<file path="config.mk">
export PLATFORM = sky130hd
export DESIGN_NAME = fetch_sequencer_flat
export DESIGN_NICKNAME = d
export VERILOG_FILES = /design/src/rtl/fetch_pkg.sv /design/src/rtl/fetch_sequencer_if.sv /design/src/rtl/fetch_sequencer_buf2.sv /design/src/rtl/fetch_sequencer.sv /design/src/flat_wrapper.sv
export SDC_FILE = /design/constraint.sdc
export NUM_CORES = 1
export LEC_CHECK = 0
export ABC_CLOCK_PERIOD_IN_PS = 5600
export CAP_MARGIN = 25
export CORE_MARGIN = 2
export CORE_UTILIZATION = 52
export DETAILED_ROUTE_END_ITERATION = 8
export GPL_TIMING_DRIVEN = 0
export HOLD_SLACK_MARGIN = 0.06
export PLACE_DENSITY = 0.89
export SLEW_MARGIN = 25
export SYNTH_ARGS = -nofsm -noshare
export SYNTH_HDL_FRONTEND = slang
export SYNTH_SLANG_ARGS = --single-unit
</file>
<file path="constraint.sdc">
create_clock -name clk -period 5.6 [get_ports clk]
set_input_delay 0.84 -clock clk [delete_from_list [all_inputs] [get_ports clk]]
set_output_delay 0.84 -clock clk [all_outputs]
set_load 0.03 [all_outputs]
</file>
<file path="src/rtl/fetch_pkg.sv">
// Shared types and constants for the instruction-fetch slice.
//   state_e   : sequencer state (BOOT, RUN, HALTED)
//   INSTR_W   : instruction word width
//   PC_STEP   : byte increment between sequential fetches
//   NOP_INSTR : canonical no-op encoding (addi x0,x0,0)
//   sat_inc16 : saturating 16-bit increment
package fetch_pkg;

  typedef enum logic [1:0] {
    BOOT   = 2'd0,
    RUN    = 2'd1,
    HALTED = 2'd2
  } state_e;

  localparam int unsigned INSTR_W = 32;
  localparam int unsigned PC_STEP = 4;
  localparam logic [INSTR_W-1:0] NOP_INSTR = 32'h0000_0013;

  function automatic logic [15:0] sat_inc16(input logic [15:0] value);
    return (value == 16'hFFFF) ? value : value + 16'd1;
  endfunction

endpackage

</file>
<file path="src/rtl/fetch_sequencer_if.sv">
// Bus bundle between the fetch sequencer, instruction memory and the core.
//   imem_req_valid/ready/addr : request channel to instruction memory
//   imem_rsp_valid/data       : in-order response channel, no back-pressure
//   instr_valid/instr/instr_pc: held instruction presented to the core
//   instr_ack/redirect/_pc    : core consume strobe and retire-time redirect
//   halt                      : level request to stop issuing fetches
//   redirect_cnt              : saturating count of accepted redirects
// master = sequencer side, slave = memory/core side.
interface fetch_sequencer_if
  import fetch_pkg::*;
#(
  parameter int unsigned XLEN = 32
);

  logic               imem_req_valid;
  logic               imem_req_ready;
  logic [XLEN-1:0]    imem_req_addr;
  logic               imem_rsp_valid;
  logic [INSTR_W-1:0] imem_rsp_data;
  logic               instr_valid;
  logic [INSTR_W-1:0] instr;
  logic [XLEN-1:0]    instr_pc;
  logic               instr_ack;
  logic               redirect;
  logic [XLEN-1:0]    redirect_pc;
  logic               halt;
  logic [15:0]        redirect_cnt;

  modport master (
    output imem_req_valid, imem_req_addr, instr_valid, instr, instr_pc, redirect_cnt,
    input  imem_req_ready, imem_rsp_valid, imem_rsp_data, instr_ack, redirect,
           redirect_pc, halt
  );

  modport slave (
    input  imem_req_valid, imem_req_addr, instr_valid, instr, instr_pc, redirect_cnt,
    output imem_req_ready, imem_rsp_valid, imem_rsp_data, instr_ack, redirect,
           redirect_pc, halt
  );

endinterface

</file>
<file path="src/rtl/fetch_sequencer_buf2.sv">
// fetch_buf2: two-entry in-order instruction/PC buffer (hold + prefetch).
//   clk, rst_n       : clock, asynchronous active-low reset
//   push/push_instr/push_pc : append an entry
//   pop              : drop the head (entry 1 shifts into entry 0)
//   flush            : invalidate both entries
//   occupancy        : number of valid entries (0..2)
//   head_valid/instr/pc : registered head entry
// Within one cycle flush/pop are applied before push, so a push lands in
// the first slot that is free after the pop.
module fetch_buf2
  import fetch_pkg::*;
#(
  parameter int unsigned XLEN = 32
) (
  input  logic               clk,
  input  logic               rst_n,
  input  logic               push,
  input  logic [INSTR_W-1:0] push_instr,
  input  logic [XLEN-1:0]    push_pc,
  input  logic               pop,
  input  logic               flush,
  output logic [1:0]         occupancy,
  output logic               head_valid,
  output logic [INSTR_W-1:0] head_instr,
  output logic [XLEN-1:0]    head_pc
);

  logic [1:0]         valid_q, valid_d;
  logic [INSTR_W-1:0] instr_q [2];
  logic [INSTR_W-1:0] instr_d [2];
  logic [XLEN-1:0]    pc_q [2];
  logic [XLEN-1:0]    pc_d [2];

  always_comb begin
    valid_d = valid_q;
    instr_d = instr_q;
    pc_d    = pc_q;
    if (flush) begin
      valid_d = '0;
    end else if (pop) begin
      valid_d[0] = valid_q[1];
      instr_d[0] = instr_q[1];
      pc_d[0]    = pc_q[1];
      valid_d[1] = 1'b0;
    end
    if (push) begin
      if (!valid_d[0]) begin
        valid_d[0] = 1'b1;
        instr_d[0] = push_instr;
        pc_d[0]    = push_pc;
      end else begin
        valid_d[1] = 1'b1;
        instr_d[1] = push_instr;
        pc_d[1]    = push_pc;
      end
    end
  end

  always_ff @(posedge clk or negedge rst_n) begin
    if (!rst_n) begin
      valid_q <= '0;
      instr_q <= '{default: '0};
      pc_q    <= '{default: '0};
    end else begin
      valid_q <= valid_d;
      instr_q <= instr_d;
      pc_q    <= pc_d;
    end
  end

  assign occupancy  = {1'b0, valid_q[0]} + {1'b0, valid_q[1]};
  assign head_valid = valid_q[0];
  assign head_instr = instr_q[0];
  assign head_pc    = pc_q[0];

endmodule

</file>
<file path="src/rtl/fetch_sequencer.sv">
// fetch_sequencer: PC sequencer and instruction-fetch controller.
//   clk   : clock, rising edge
//   rst_n : asynchronous active-low reset
//   bus   : fetch_sequencer_if.master (imem request/response, core-side
//           instruction hand-off, redirect, halt, redirect counter)
// Parameters: XLEN address width, RESET_PC first fetch address,
// BOOT_DELAY idle cycles after reset before the first request (>=1).
// Per-cycle ordering: ack/redirect, then response fill, then request issue.
module fetch_sequencer
  import fetch_pkg::*;
#(
  parameter int unsigned     XLEN       = 32,
  parameter logic [XLEN-1:0] RESET_PC   = '0,
  parameter int unsigned     BOOT_DELAY = 4
) (
  input logic              clk,
  input logic              rst_n,
  fetch_sequencer_if.master bus
);

  localparam int unsigned BW = (BOOT_DELAY > 1) ? $clog2(BOOT_DELAY) : 1;

  state_e             state;
  logic [BW-1:0]      boot_cnt;
  logic [XLEN-1:0]    fetch_pc;
  logic [1:0]         outstanding;
  logic [1:0]         kill_cnt;
  logic [15:0]        redirect_cnt;

  logic [1:0]         occupancy;
  logic               head_valid;
  logic [INSTR_W-1:0] head_instr;
  logic [XLEN-1:0]    head_pc;

  logic               ack_fire;
  logic               redirect_fire;
  logic               rsp_fire;
  logic               rsp_killed;
  logic               rsp_keep;
  logic [1:0]         kill_mid;
  logic [XLEN-1:0]    rsp_pc;
  logic [2:0]         load;
  logic               req_valid;
  logic               req_fire;

  always_comb begin
    ack_fire      = bus.instr_ack && head_valid;
    redirect_fire = ack_fire && bus.redirect;
    // Stray responses with nothing outstanding are dropped here.
    rsp_fire      = bus.imem_rsp_valid && (outstanding != 2'd0);
    // A redirect marks every outstanding request as killed before the fill
    // decision, so a response arriving in the redirect cycle is discarded.
    kill_mid      = redirect_fire ? outstanding : kill_cnt;
    rsp_killed    = rsp_fire && (kill_mid != 2'd0);
    rsp_keep      = rsp_fire && !rsp_killed;
    // Live requests are contiguous and end at fetch_pc-4, so a kept response
    // (no kills pending) belongs to fetch_pc - 4*outstanding.
    rsp_pc        = fetch_pc - XLEN'({outstanding, 2'b00});
    // Occupancy+outstanding after this cycle's ack and fill; a kept fill only
    // moves a slot from outstanding to occupancy, a killed one frees it.
    load          = {1'b0, occupancy} + {1'b0, outstanding}
                  - {2'b00, ack_fire} - {2'b00, rsp_killed};
    req_valid     = (state == RUN) && !bus.halt && !redirect_fire && (load < 3'd2);
    req_fire      = req_valid && bus.imem_req_ready;
  end

  fetch_buf2 #(
    .XLEN(XLEN)
  ) u_buf (
    .clk        (clk),
    .rst_n      (rst_n),
    .push       (rsp_keep),
    .push_instr (bus.imem_rsp_data),
    .push_pc    (rsp_pc),
    .pop        (ack_fire && !redirect_fire),
    .flush      (redirect_fire),
    .occupancy  (occupancy),
    .head_valid (head_valid),
    .head_instr (head_instr),
    .head_pc    (head_pc)
  );

  always_ff @(posedge clk or negedge rst_n) begin
    if (!rst_n) begin
      state        <= BOOT;
      boot_cnt     <= '0;
      fetch_pc     <= RESET_PC;
      outstanding  <= '0;
      kill_cnt     <= '0;
      redirect_cnt <= '0;
    end else begin
      if (bus.imem_rsp_valid) begin
        assert (outstanding != 2'd0);
      end

      case (state)
        BOOT: begin
          if (boot_cnt == BW'(BOOT_DELAY - 1)) begin
            state <= RUN;
          end else begin
            boot_cnt <= boot_cnt + BW'(1);
          end
        end
        RUN: begin
          if (bus.halt && (outstanding == 2'd0)) begin
            state <= HALTED;
          end
        end
        HALTED: begin
          if (!bus.halt) begin
            state <= RUN;
          end
        end
        default: state <= BOOT;
      endcase

      if (redirect_fire) begin
        fetch_pc <= {bus.redirect_pc[XLEN-1:2], 2'b00};
      end else if (req_fire) begin
        fetch_pc <= fetch_pc + XLEN'(PC_STEP);
      end

      outstanding <= outstanding + {1'b0, req_fire} - {1'b0, rsp_fire};
      kill_cnt    <= kill_mid - {1'b0, rsp_killed};

      if (redirect_fire) begin
        redirect_cnt <= sat_inc16(redirect_cnt);
      end
    end
  end

  assign bus.imem_req_valid = req_valid;
  assign bus.imem_req_addr  = fetch_pc;
  assign bus.instr_valid    = head_valid;
  assign bus.instr          = head_instr;
  assign bus.instr_pc       = head_pc;
  assign bus.redirect_cnt   = redirect_cnt;

endmodule
</file>
<file path="src/flat_wrapper.sv">
// flat-port wrapper written by rule: the top's interface ports become plain ports
module fetch_sequencer_flat import fetch_pkg::*;
#(
  parameter int unsigned     XLEN       = 32,
  parameter logic [XLEN-1:0] RESET_PC   = '0,
  parameter int unsigned     BOOT_DELAY = 4
)
  (clk, rst_n, bus_imem_req_valid, bus_imem_req_addr, bus_instr_valid, bus_instr, bus_instr_pc, bus_redirect_cnt, bus_imem_req_ready, bus_imem_rsp_valid, bus_imem_rsp_data, bus_instr_ack, bus_redirect, bus_redirect_pc, bus_halt);
  fetch_sequencer_if #(.XLEN(XLEN)) bus_i ();
  input logic clk;
  input logic rst_n;
  output wire logic [$bits(bus_i.imem_req_valid)-1:0] bus_imem_req_valid;
  output wire logic [$bits(bus_i.imem_req_addr)-1:0] bus_imem_req_addr;
  output wire logic [$bits(bus_i.instr_valid)-1:0] bus_instr_valid;
  output wire logic [$bits(bus_i.instr)-1:0] bus_instr;
  output wire logic [$bits(bus_i.instr_pc)-1:0] bus_instr_pc;
  output wire logic [$bits(bus_i.redirect_cnt)-1:0] bus_redirect_cnt;
  input wire logic [$bits(bus_i.imem_req_ready)-1:0] bus_imem_req_ready;
  input wire logic [$bits(bus_i.imem_rsp_valid)-1:0] bus_imem_rsp_valid;
  input wire logic [$bits(bus_i.imem_rsp_data)-1:0] bus_imem_rsp_data;
  input wire logic [$bits(bus_i.instr_ack)-1:0] bus_instr_ack;
  input wire logic [$bits(bus_i.redirect)-1:0] bus_redirect;
  input wire logic [$bits(bus_i.redirect_pc)-1:0] bus_redirect_pc;
  input wire logic [$bits(bus_i.halt)-1:0] bus_halt;
  assign bus_imem_req_valid = bus_i.imem_req_valid;
  assign bus_imem_req_addr = bus_i.imem_req_addr;
  assign bus_instr_valid = bus_i.instr_valid;
  assign bus_instr = bus_i.instr;
  assign bus_instr_pc = bus_i.instr_pc;
  assign bus_redirect_cnt = bus_i.redirect_cnt;
  assign bus_i.imem_req_ready = bus_imem_req_ready;
  assign bus_i.imem_rsp_valid = bus_imem_rsp_valid;
  assign bus_i.imem_rsp_data = bus_imem_rsp_data;
  assign bus_i.instr_ack = bus_instr_ack;
  assign bus_i.redirect = bus_redirect;
  assign bus_i.redirect_pc = bus_redirect_pc;
  assign bus_i.halt = bus_halt;
  fetch_sequencer #(.XLEN(XLEN), .RESET_PC(RESET_PC), .BOOT_DELAY(BOOT_DELAY)) u_core (.clk(clk), .rst_n(rst_n), .bus(bus_i));
endmodule
</file>
==> run metrics <==
antenna violations before repair 0; clock tree from TritonCTS built; number of antenna cells inserted 0; peak supply drop 339 µV; Total Die Area 18900 µm²; number of buffers added to fix hold violations after cts 0; sum of net half-perimeters after detailed placement 16700 µm; H-tree depth reported by CTS 4; setup slack at placement -0.575 ns; number of iterations in the first detailed-routing pass 6; type of element capturing the critical path output port; GRT Residual Overflow 0; clk_lat worst skew 0.43 ns; total detailed-routing wirelength 23100 µm; count of pins on the block boundary 185; height of the chip 138 µm; FF+latch count, synth 182; combined area of all synthesized cells 9270 µm²; end of the worst register-to-register path u_core.bus.imem_req_addr[30]; area taken by multi-input logic gates 3970 µm²; number of antenna-violating nets in the routed design 0; transition time at the pin with the least slew margin 0.884 ns; sequential standard cell area 4550 µm²; classification of the worst setup path in -> out; setup TNS 0 ns; layout filler cell count 1282; wire length of the first global-routing pass 36500 µm; cells after synthesis 916; startpoint type of the worst setup path input pin; via count of the first global-routing pass 7313; Setup Buffers After CTS 0; sequential-to-total area share from yosys stat 0.491; count of yosys warnings during synthesis 0; cell area power density 569 nW/µm²; R2R cell count 16; worst-case register-to-register setup slack 0.92 ns; total global-route track usage 0.250; headroom to the max-slew limit 0.409; number of I/O port buffers 180; flip-flop cell with the highest count after synthesis sky130_fd_sc_hd__dfrtp_1; fraction of layout cells with a size suffix above 1 0.162; max-cap violations 0; number of buffers created by CTS 17; width of the die 138 µm; Sink Count 182; layout-stage area growth over the synthesis result 28.8%; EDFF count, synth 0; starting utilization of the core area 0.534; Placeable Area 17400 µm²; type of the tightest min-delay check in -> async; pin count of the biggest net entering global routing 95; most frequent cells in the layout sky130_fd_sc_hd__dfrtp_1 (182), sky130_fd_sc_hd__clkdlybuf4s50_1 (178), sky130_fd_sc_hd__nand2_1 (103); most common library cell in the layout ignoring fill and taps sky130_fd_sc_hd__dfrtp_1; Routed wire per std cell 17.1 µm; Crit Path Max Fanout 10; clock transition at the registers of the reported paths 0.06 ns; DRT iter0 DRCs 462; timing endpoint of the critical path bus_imem_req_valid; detail-routed via count per cell 5.43; count of different cell masters after synthesis 52; number of placement rows 48; final non-filler cell area 11900 µm²; required time worst endpoint 4.76 ns; FF-to-FF Start u_core.u_buf.valid_q[0]; root buffer selected by CTS sky130_fd_sc_hd__clkbuf_16; RSZ-0062 raised after global routing no; highest clock rate 184 MHz; final weighted congestion in routability-driven placement 0.853; Static Leak 5.28 nW; sum of internal, switching and leakage power 6.80 mW; share of async-settable or async-resettable flops after synthesis 1.00; maximum buffer depth of the clock tree 2; synthesized area divided by synthesized cell count 10.1 µm²; WP data arrival 4.59 ns; Final Critical Period 5.43 ns; min setup slack post-route 0.171 ns; placed cells 1323; worst setup path startpoint bus_instr_ack; count of placed standard cells in the final layout, fillers left out 1354; DR DRC count 0; Clock Skews 0.0115 ns; via count 7350; count of final setup violators 0; final period utilization 0.969; status complete, no violations; Final Net Count 1200; Pins Over Slew Limit 0; placed inst area 11400 µm²; count of final hold-check violations 0
[Yosys cell counts (7+ instances only)]
cell type,count,area [µm²]
sky130_fd_sc_hd__dfrtp_1,182,4550
sky130_fd_sc_hd__o21ai_0,83,415
sky130_fd_sc_hd__mux2_2,64,721
sky130_fd_sc_hd__nand4_1,14,87.6
sky130_fd_sc_hd__buf_4,66,495
sky130_fd_sc_hd__mux2i_1,36,360
sky130_fd_sc_hd__inv_1,15,56.3
sky130_fd_sc_hd__a21oi_1,40,200
sky130_fd_sc_hd__nor3_1,24,120
sky130_fd_sc_hd__nor4_1,17,106
sky130_fd_sc_hd__nor2_1,57,214
sky130_fd_sc_hd__nand3_1,21,105
sky130_fd_sc_hd__nand2_1,104,390
sky130_fd_sc_hd__ha_1,11,138
sky130_fd_sc_hd__xor2_1,15,131
sky130_fd_sc_hd__clkbuf_1,39,146
sky130_fd_sc_hd__xnor2_1,56,490
sky130_fd_sc_hd__and3_1,7,43.8
sky130_fd_sc_hd__buf_2,8,40.0
[area by class of cell]
class                           count  area share
Clock inverter                     10     0.00618
Multi-Input combinational cell    601       0.332
Timing Repair Buffer              181       0.153
Clock buffer                       22      0.0389
Sequential cell                   182       0.381
Tap cell                          225      0.0236
Buffer                            118      0.0595
Inverter                           15     0.00472
[critical path: stages]
cell	delay [ns]
sky130_fd_sc_hd__clkdlybuf4s50_1	0.54
sky130_fd_sc_hd__and2_0	0.31
sky130_fd_sc_hd__nand2_2	0.21
sky130_fd_sc_hd__clkbuf_2	0.27
sky130_fd_sc_hd__a21oi_1	0.27
sky130_fd_sc_hd__a21oi_2	0.11
sky130_fd_sc_hd__fa_1	0.49
sky130_fd_sc_hd__inv_1	0.04
sky130_fd_sc_hd__ha_1	0.26
sky130_fd_sc_hd__a21o_1	0.18
sky130_fd_sc_hd__ha_1	0.30
sky130_fd_sc_hd__nor4b_4	0.33
sky130_fd_sc_hd__and3_1	0.23
sky130_fd_sc_hd__clkbuf_2	0.21
[registers in the layout, indices dropped and copies added (netlist names)]
register                  cells
u_core.u_buf.pc_q            30
u_core.outstanding            2
u_core.u_buf.head_instr      32
u_core.u_buf.instr_q         32
u_core.bus.imem_req_addr     30
u_core.bus.redirect_cnt      16
u_core.state                  2
u_core.boot_cnt               2
u_core.u_buf.valid_q          2
u_core.kill_cnt               2
u_core.u_buf.head_pc         32
[what timing repair did]
item	CTS	global route
endpoints found under the setup margin	1	1
pin swaps	0	0
gates resized for setup	6	2
[worst min path at each step]
| stage | start | end | slack [ns] |
|---|---|---|---|
| floorplan | u_core.u_buf.pc_q[10] | u_core.u_buf.pc_q[10] | 0.45 |
| global placement | u_core.u_buf.pc_q[11] | u_core.u_buf.pc_q[11] | 0.46 |
| detailed placement | u_core.u_buf.pc_q[5] | u_core.u_buf.pc_q[5] | 0.47 |
| CTS | rst_n | u_core.u_buf.instr_q[5] | 0.43 |
| global route | rst_n | u_core.u_buf.instr_q[5] | 0.46 |
| finish | rst_n | u_core.u_buf.instr_q[5] | 0.39 |
[report_power, final]
part           internal [mW]  total (mW)  switching (mW)  leakage [nW]
Combinational           1.56        3.42            1.86          2.72
Clock                  0.592        1.09           0.499         0.249
Sequential              1.86        2.28           0.424          2.32
[routing by layer]
metal | routed length [µm] | part of all wire | GRT usage
met5 | 0 | 0 | 0
met4 | 307 | 0.013 | 0.0773
met3 | 1700 | 0.073 | 0.0416
met2 | 11400 | 0.49 | 0.432
met1 | 9710 | 0.42 | 0.323
[cell families (layout without fill, tap and decap cells)]
| family | Yosys count | after routing | share of synthesized area |
|---|---|---|---|
| adder cells (fa/ha/maj) | 13 | 13 | 0.0192 |
| AND/OR/NAND/NOR | 278 | 278 | 0.145 |
| XOR/XNOR | 71 | 71 | 0.0671 |
| flip-flops | 182 | 182 | 0.491 |
| multiplexers | 100 | 100 | 0.117 |
| buffers and inverters | 134 | 346 | 0.0829 |
| other | 1 | 2 | 0.000404 |
| AO/OA/AOI/OAI | 137 | 137 | 0.0783 |
[through the flow]
step | hold WS (ns) | util
2_1_floorplan | 0.446 | -
3_3_place_gp | 0.457 | 0.654
3_5_place_dp | 0.466 | 0.656
4_1_cts | 0.431 | 0.688
5_1_grt | 0.457 | 0.688
6_report | 0.393 | 0.688
Power figures use the tool's default switching activity.
